**config.mk**
```make
export PLATFORM = sky130hd
export DESIGN_NAME = axil_reg_slave
export DESIGN_NICKNAME = d
export VERILOG_FILES = /design/src/rtl/axil_reg_slave.sv
export SDC_FILE = /design/constraint.sdc
export NUM_CORES = 1
export LEC_CHECK = 0
export BUFFER_PORTS_ARGS = -buffer_cell sky130_fd_sc_hd__buf_4
export CORE_AREA = 2 2 244 246
export DETAILED_ROUTE_END_ITERATION = 8
export DIE_AREA = 0 0 246 248
export PLACE_DENSITY = 0.73
export SYNTH_ARGS = -nofsm -noshare
export SYNTH_HDL_FRONTEND = slang
export SYNTH_SLANG_ARGS = --single-unit
```
**constraint.sdc**
```tcl
create_clock -name clk -period 2.15 [get_ports clk]
set_input_delay 0.215 -clock clk [delete_from_list [all_inputs] [get_ports clk]]
set_output_delay 0.215 -clock clk [all_outputs]
set_load 0.05 [all_outputs]
```
**src/rtl/axil_reg_slave.sv**
```systemverilog
// rtl/axil_reg_slave.sv - AXI4-Lite register-bank responder with flat register export
// Build option: AXIL_SLV_DECERR_EN makes out-of-range accesses answer DECERR; otherwise every response is OKAY.
module axil_reg_slave #(
  parameter int AW   = 12,
  parameter int DW   = 32,
  parameter int NREG = 16
) (
  input  logic                 clk,
  input  logic                 rst,
  input  logic [AW-1:0]        s_awaddr,
  input  logic                 s_awvalid,
  output logic                 s_awready,
  input  logic [DW-1:0]        s_wdata,
  input  logic [DW/8-1:0]      s_wstrb,
  input  logic                 s_wvalid,
  output logic                 s_wready,
  output logic [1:0]           s_bresp,
  output logic                 s_bvalid,
  input  logic                 s_bready,
  input  logic [AW-1:0]        s_araddr,
  input  logic                 s_arvalid,
  output logic                 s_arready,
  output logic [DW-1:0]        s_rdata,
  output logic [1:0]           s_rresp,
  output logic                 s_rvalid,
  input  logic                 s_rready,
  output logic [NREG*DW-1:0]   reg_q
);

  localparam int OFS = $clog2(DW/8);
  localparam int IW  = $clog2(NREG);
  localparam int NB  = DW/8;
  // First byte address past the register bank.
  localparam logic [AW-1:0] LIMIT = AW'(NREG*DW/8);
  localparam logic [1:0] RESP_OKAY = 2'b00;
`ifdef AXIL_SLV_DECERR_EN
  localparam logic [1:0] RESP_OOR = 2'b11;
`else
  localparam logic [1:0] RESP_OOR = 2'b00;
`endif

  logic [DW-1:0]   r_regs [NREG];
  logic            r_aw_full;
  logic [AW-1:0]   r_awaddr;
  logic            r_w_full;
  logic [DW-1:0]   r_wdata;
  logic [NB-1:0]   r_wstrb;
  logic            r_bvalid;
  logic [1:0]      r_bresp;
  logic            r_rvalid;
  logic [DW-1:0]   r_rdata;
  logic [1:0]      r_rresp;

  logic            w_commit;
  logic            w_wr_oor;
  logic [IW-1:0]   w_wr_idx;
  logic            w_rd_oor;
  logic [IW-1:0]   w_rd_idx;
  logic            w_aw_hs;
  logic            w_w_hs;
  logic            w_ar_hs;

  // Readies depend only on registered state, so there is no valid-to-ready path.
  assign s_awready = !r_aw_full && !r_bvalid;
  assign s_wready  = !r_w_full && !r_bvalid;
  assign s_arready = !r_rvalid;
  assign s_bvalid  = r_bvalid;
  assign s_bresp   = r_bresp;
  assign s_rvalid  = r_rvalid;
  assign s_rdata   = r_rdata;
  assign s_rresp   = r_rresp;

  assign w_aw_hs  = s_awvalid && s_awready;
  assign w_w_hs   = s_wvalid && s_wready;
  assign w_ar_hs  = s_arvalid && s_arready;
  assign w_commit = r_aw_full && r_w_full && !r_bvalid;

  assign w_wr_oor = (r_awaddr >= LIMIT);
  assign w_wr_idx = r_awaddr[OFS +: IW];
  assign w_rd_oor = (s_araddr >= LIMIT);
  assign w_rd_idx = s_araddr[OFS +: IW];

  // One-deep AW and W holds, filled independently and drained together on commit.
  always_ff @(posedge clk) begin
    if (rst) begin
      r_aw_full <= 1'b0;
      r_awaddr  <= '0;
      r_w_full  <= 1'b0;
      r_wdata   <= '0;
      r_wstrb   <= '0;
    end else begin
      if (w_aw_hs) begin
        r_aw_full <= 1'b1;
        r_awaddr  <= s_awaddr;
      end else if (w_commit) begin
        r_aw_full <= 1'b0;
      end
      if (w_w_hs) begin
        r_w_full <= 1'b1;
        r_wdata  <= s_wdata;
        r_wstrb  <= s_wstrb;
      end else if (w_commit) begin
        r_w_full <= 1'b0;
      end
    end
  end

  // Write response: raised on commit, held until the master takes it.
  always_ff @(posedge clk) begin
    if (rst) begin
      r_bvalid <= 1'b0;
      r_bresp  <= RESP_OKAY;
    end else if (w_commit) begin
      r_bvalid <= 1'b1;
      r_bresp  <= w_wr_oor ? RESP_OOR : RESP_OKAY;
    end else if (r_bvalid && s_bready) begin
      r_bvalid <= 1'b0;
    end
  end

  // Register bank with per-byte strobe merge; out-of-range writes touch nothing.
  always_ff @(posedge clk) begin
    if (rst) begin
      for (int i = 0; i < NREG; i++) begin
        r_regs[i] <= '0;
      end
    end else if (w_commit && !w_wr_oor) begin
      for (int b = 0; b < NB; b++) begin
        if (r_wstrb[b]) begin
          r_regs[w_wr_idx][b*8 +: 8] <= r_wdata[b*8 +: 8];
        end
      end
    end
  end

  // Read channel: capture on AR handshake (pre-commit value), hold until R handshake.
  always_ff @(posedge clk) begin
    if (rst) begin
      r_rvalid <= 1'b0;
      r_rdata  <= '0;
      r_rresp  <= RESP_OKAY;
    end else if (w_ar_hs) begin
      r_rvalid <= 1'b1;
      r_rdata  <= w_rd_oor ? '0 : r_regs[w_rd_idx];
      r_rresp  <= w_rd_oor ? RESP_OOR : RESP_OKAY;
    end else if (r_rvalid && s_rready) begin
      r_rvalid <= 1'b0;
    end
  end

  genvar gi;
  generate
    for (gi = 0; gi < NREG; gi++) begin : g_flat
      assign reg_q[gi*DW +: DW] = r_regs[gi];
    end
  endgenerate

endmodule

```
### Word-level counts from Yosys, hierarchy flattened

Memories as Yosys holds them, arrays and structs flattened.
Cells that the tools add are included.

| operators by class | value |
|---|---|
| mux-type cells | 29 |
| reduce and logical (&&, ||, !) cells | 20 |
| magnitude comparators | 2 |

Operators with widths:

| kind | number |
|---|---|
| 2-to-1 mux 32 bit | 2 |
| OR reduction 32 bit | 1 |
| 2-to-1 mux 1 bit | 25 |
| >= comparator 12 x 7 -> 1 bit (second input constant) | 2 |
| logical AND 1 bit | 10 |
| 2-to-1 mux 4 bit | 2 |
| nonzero test 2 bit | 4 |
| logical NOT 1 bit | 5 |

| storage, ports and cells | value |
|---|---|
| logic and storage cells | 60 |
| memories kept | 1 |
| bits in registers | 84 |
| bits in writable memories | 512 |
| output and inout bits | 553 |

Memories:

| memory | depth | width | rd ports | clocked after memory_dff | wr ports | line | text |
|---|---|---|---|---|---|---|---|
| r_regs | 16 | 32 | 17 | 0 | 16 | 42 | `logic [DW-1:0] r_regs [NREG];` |

### Longest topological paths before layout

| logic depth | value |
|---|---|
| word-level depth | 8 |
| gate-level depth with buffers | 7 |
| mapped depth without buffers | 3 |

### Worst setup path before layout

Ideal clock, no wire load.

| path | value |
|---|---|
| path kind | reg2reg |
| start point | reg r_bvalid, in the netlist s_bvalid |
| end point | mem r_regs[10][10] (enable) |
| buffers on the path | 4 |
| data required time | 1.775 ns |
| stages on the path, launching flop included | 8 |
| data arrival time | 2.198 ns |
| slack | -0.423 ns |
| clock period less this slack | 2.573 ns |
| cells stage by stage | dfxtp_1 buf_2 and3b_1 buf_4 buf_6 nand4_2 clkbuf_1 o21bai_1 |

RTL lines:

| element | line | text |
|---|---|---|
| start, declared | 48 | `logic r_bvalid;` |
| start signal, assigned | 111 | `r_bvalid <= 1'b0;` |
| start signal, assigned | 114 | `r_bvalid <= 1'b1;` |
| start signal, assigned | 117 | `r_bvalid <= 1'b0;` |
| end, declared | 42 |  |

==> out/results.ini <==
[run_status]
status=finished clean

[cts]
tritoncts=yes
h-tree-depth=3
clk-insertion-delay-late_ns=0.60
cts_inserted_buffers=67
clock_sinks=594
clk_path_buf_depth=3
clk_transition_reported_paths_ns=0.06
postCtsSetupBuffers=0
root_buffer=clkbuf_16

[worst_setup_path]
crit_path_end_kind=register
path_buf_inv=1
r2r_start=r_awaddr[8]
path_class=reg -> reg
critPathMaxStageDelay_ns=0.48
slowest_stage=o21bai_2
path_delay_family=simple AND/OR/NAND/NOR gates
critPathArrivalTime_ns=2.32
cp-start-kind=register
setup.worst_path.start=r_awaddr[8]
cp.required_ns=2.40
worstPathCellList=nor4_4 -> buf_12 -> nand4_2 -> o21bai_2
critical_path_peak_fanout=16

[timing]
rsz0062_at_grt=no
clock_skew_ns=0.0229
clock.fmax_ghz=0.483
hold_ws_ns=0.109
final.setup.worst_slack_ns=0.0803
fin_crit_sh=0.963
tightest_slew_ns=0.798
setup_viol=0
min_period_ns=2.07
hold_viol=0
slew_violations=0
relSlewSlack=0.467

[finish]
finish.net_count=2600
stdcell_count=3361
area_growth_pct=34.4
nFillCells=4274
final_util=0.617
final_layout_size_suffix_gt1_frac=0.448
regArea_sq_um=17000
diodes=0
multi_input_area_sq_um=9060

[logic_synthesis]
yosysMostFrequentCell=edfxtp_1
yosysSeqAreaShare=0.635
syn_inst=1869
syn_avg_cell_area_sq_um=14.3
synth_edf_count=512
ys_ff_latch=594
synth_flop_cell=edfxtp_1
synth-async-reset-ratio=0
yosysWarningCount=0
synthTopCellsByCount=edfxtp_1, nor3_1, clkbuf_1
yosys.area.top_type=edfxtp_1
yosysTopAreaCellShare=0.573
netlist_area_sq_um=26800
synth_area_leaders=edfxtp_1, mux4_2, nor3_1
yosysUniqueCellTypes=37

[floorplanning]
die-area_sq_um=61000
die_w_um=246
initial_core_util=0.459
num_rows=89
die_y_um=248
io-pin-count=620
core_area_sq_um=58500

[placed_design]
port_buffers=611
pre_cts_ws_ns=0.0620
routabilityCongestion=0.955
hpwl_um=67300
place_inst=3189

[hold_path]
worstHoldStart=rst
hold_class=in -> reg

[grt]
grt_pass1_wl_um=134000
antenna_found_initial=4
grt_max_degree=126
grt_overflow=0
gr-usage-all-layers=0.301
grt_pass1_vias=20000

[routing]
drt_pass1_iterations=5
num_vias=20500
drt_wl_total_um=94400
drt_iter0_markers=1978
drc=0
wl_per_cell_um=28.1
routed_via_density=6.10
ant_nets=0

[power]
combPwrFrac=0.147
power_frac_clock=0.403
ir_worst_vdd_mv=0.700
p_seq_frac=0.449
switching_share=0.275
leakagePower_nw=13.4
p_int_mw=21.3
p_sw_mw=8.10
power.density_nw_per_um2=816

[job]
cap_violations=0

-- worst min-delay path: cells and delay by family --
family,cells,cell delay [ns]
compound gates,1,0.06
buf+inv,2,0.38
-- cells by family after synthesis --
| group | count (synthesis) | synth area share |
|---|---|---|
| other | 1 | 0.000140 |
| and+or+nand+nor | 676 | 0.148 |
| muxes | 202 | 0.135 |
| DFF | 594 | 0.635 |
| AOI/OAI and AO/OA | 137 | 0.0360 |
| buffers and inverters | 259 | 0.0460 |
-- path summary, 6_finish.rpt --
path / depth (start not counted) / end / slack, ns
max reg2reg: 4 / r_regs[6][25] / 0.08
max: 4 / r_regs[6][25] / 0.08
min reg2reg: 2 / r_wdata[17] / 0.45
min: 3 / r_wdata[16] / 0.11
-- per-stage QoR --
| stage | power [mW] | area (sq um) | setup TNS (ns) |
|---|---|---|---|
| 2_1_floorplan | 16.0 | 27200 | -5.46 |
| 3_5_place_dp | 17.7 | 33300 | 0 |
| 4_1_cts | 29.5 | 36000 | 0 |
| 3_3_place_gp | 17.6 | 33300 | 0 |
| 5_1_grt | 30.1 | 36000 | 0 |
| 6_report | 29.4 | 36000 | 0 |
-- cell type report --
cell class / count / area share
multi-input combinational: 1019 / 0.251
sequential: 594 / 0.472
inverter: 35 / 0.00364
clock inverter: 43 / 0.0127
timing repair buffer: 816 / 0.183
tap: 773 / 0.0268
clock buffer: 81 / 0.0508
-- per-layer routing --
| layer | track usage | vias to the layer above | routed length, um |
|---|---|---|---|
| li1 | - | 8589 | - |
| met1 | 0.385 | 10300 | 33600 |
| met2 | 0.496 | 1439 | 47000 |
| met3 | 0.0777 | 207 | 10400 |
| met4 | 0.111 | 8 | 3320 |
| met5 | 0 | - | 51 |
-- cells in the final DEF, fill, tap and decap left out, types with 12 or more instances in the layout --
cell type | synthesis | final
a21oi_1 | 40 | 40
o21bai_4 | 0 | 27
inv_1 | 35 | 35
buf_4 | 7 | 739
buf_12 | 0 | 26
o21bai_2 | 0 | 33
clkbuf_16 | 0 | 69
mux2i_1 | 74 | 74
nor3_1 | 446 | 446
dfxtp_1 | 82 | 81
nand3b_1 | 32 | 32
mux4_2 | 128 | 128
clkinv_2 | 0 | 12
dlygate4sd3_1 | 0 | 48
o221ai_1 | 32 | 32
nor3_2 | 68 | 68
nand2_1 | 75 | 73
nor2_1 | 17 | 17
edfxtp_1 | 512 | 512
-- state kept, by name, summed over array words and instances, names as in the netlist --
name	count
s_rdata	32
r_wstrb	4
r_awaddr	10
r_aw_full	1
s_rvalid	1
r_w_full	1
r_wdata	32
r_regs	512
s_bvalid	1
-- what timing repair did --
item	4_1_cts	5_1_grt
endpoints found under the hold margin	48	0
setup endpoints to repair	0	24
hold buffers	48	0
resized for setup	0	3
-- power by group through the flow --
stage / sequential, mW / combinational [mW] / clock [mW]
floorplan: 14.5 / 1.52 / 0
detailed placement: 13.4 / 4.23 / 0
finish: 13.2 / 4.34 / 11.9
CTS: 13.2 / 4.31 / 11.9
global placement: 13.4 / 4.18 / 0
global route: 13.2 / 4.49 / 12.4
No activity file was read; power rests on OpenSTA's default activity.
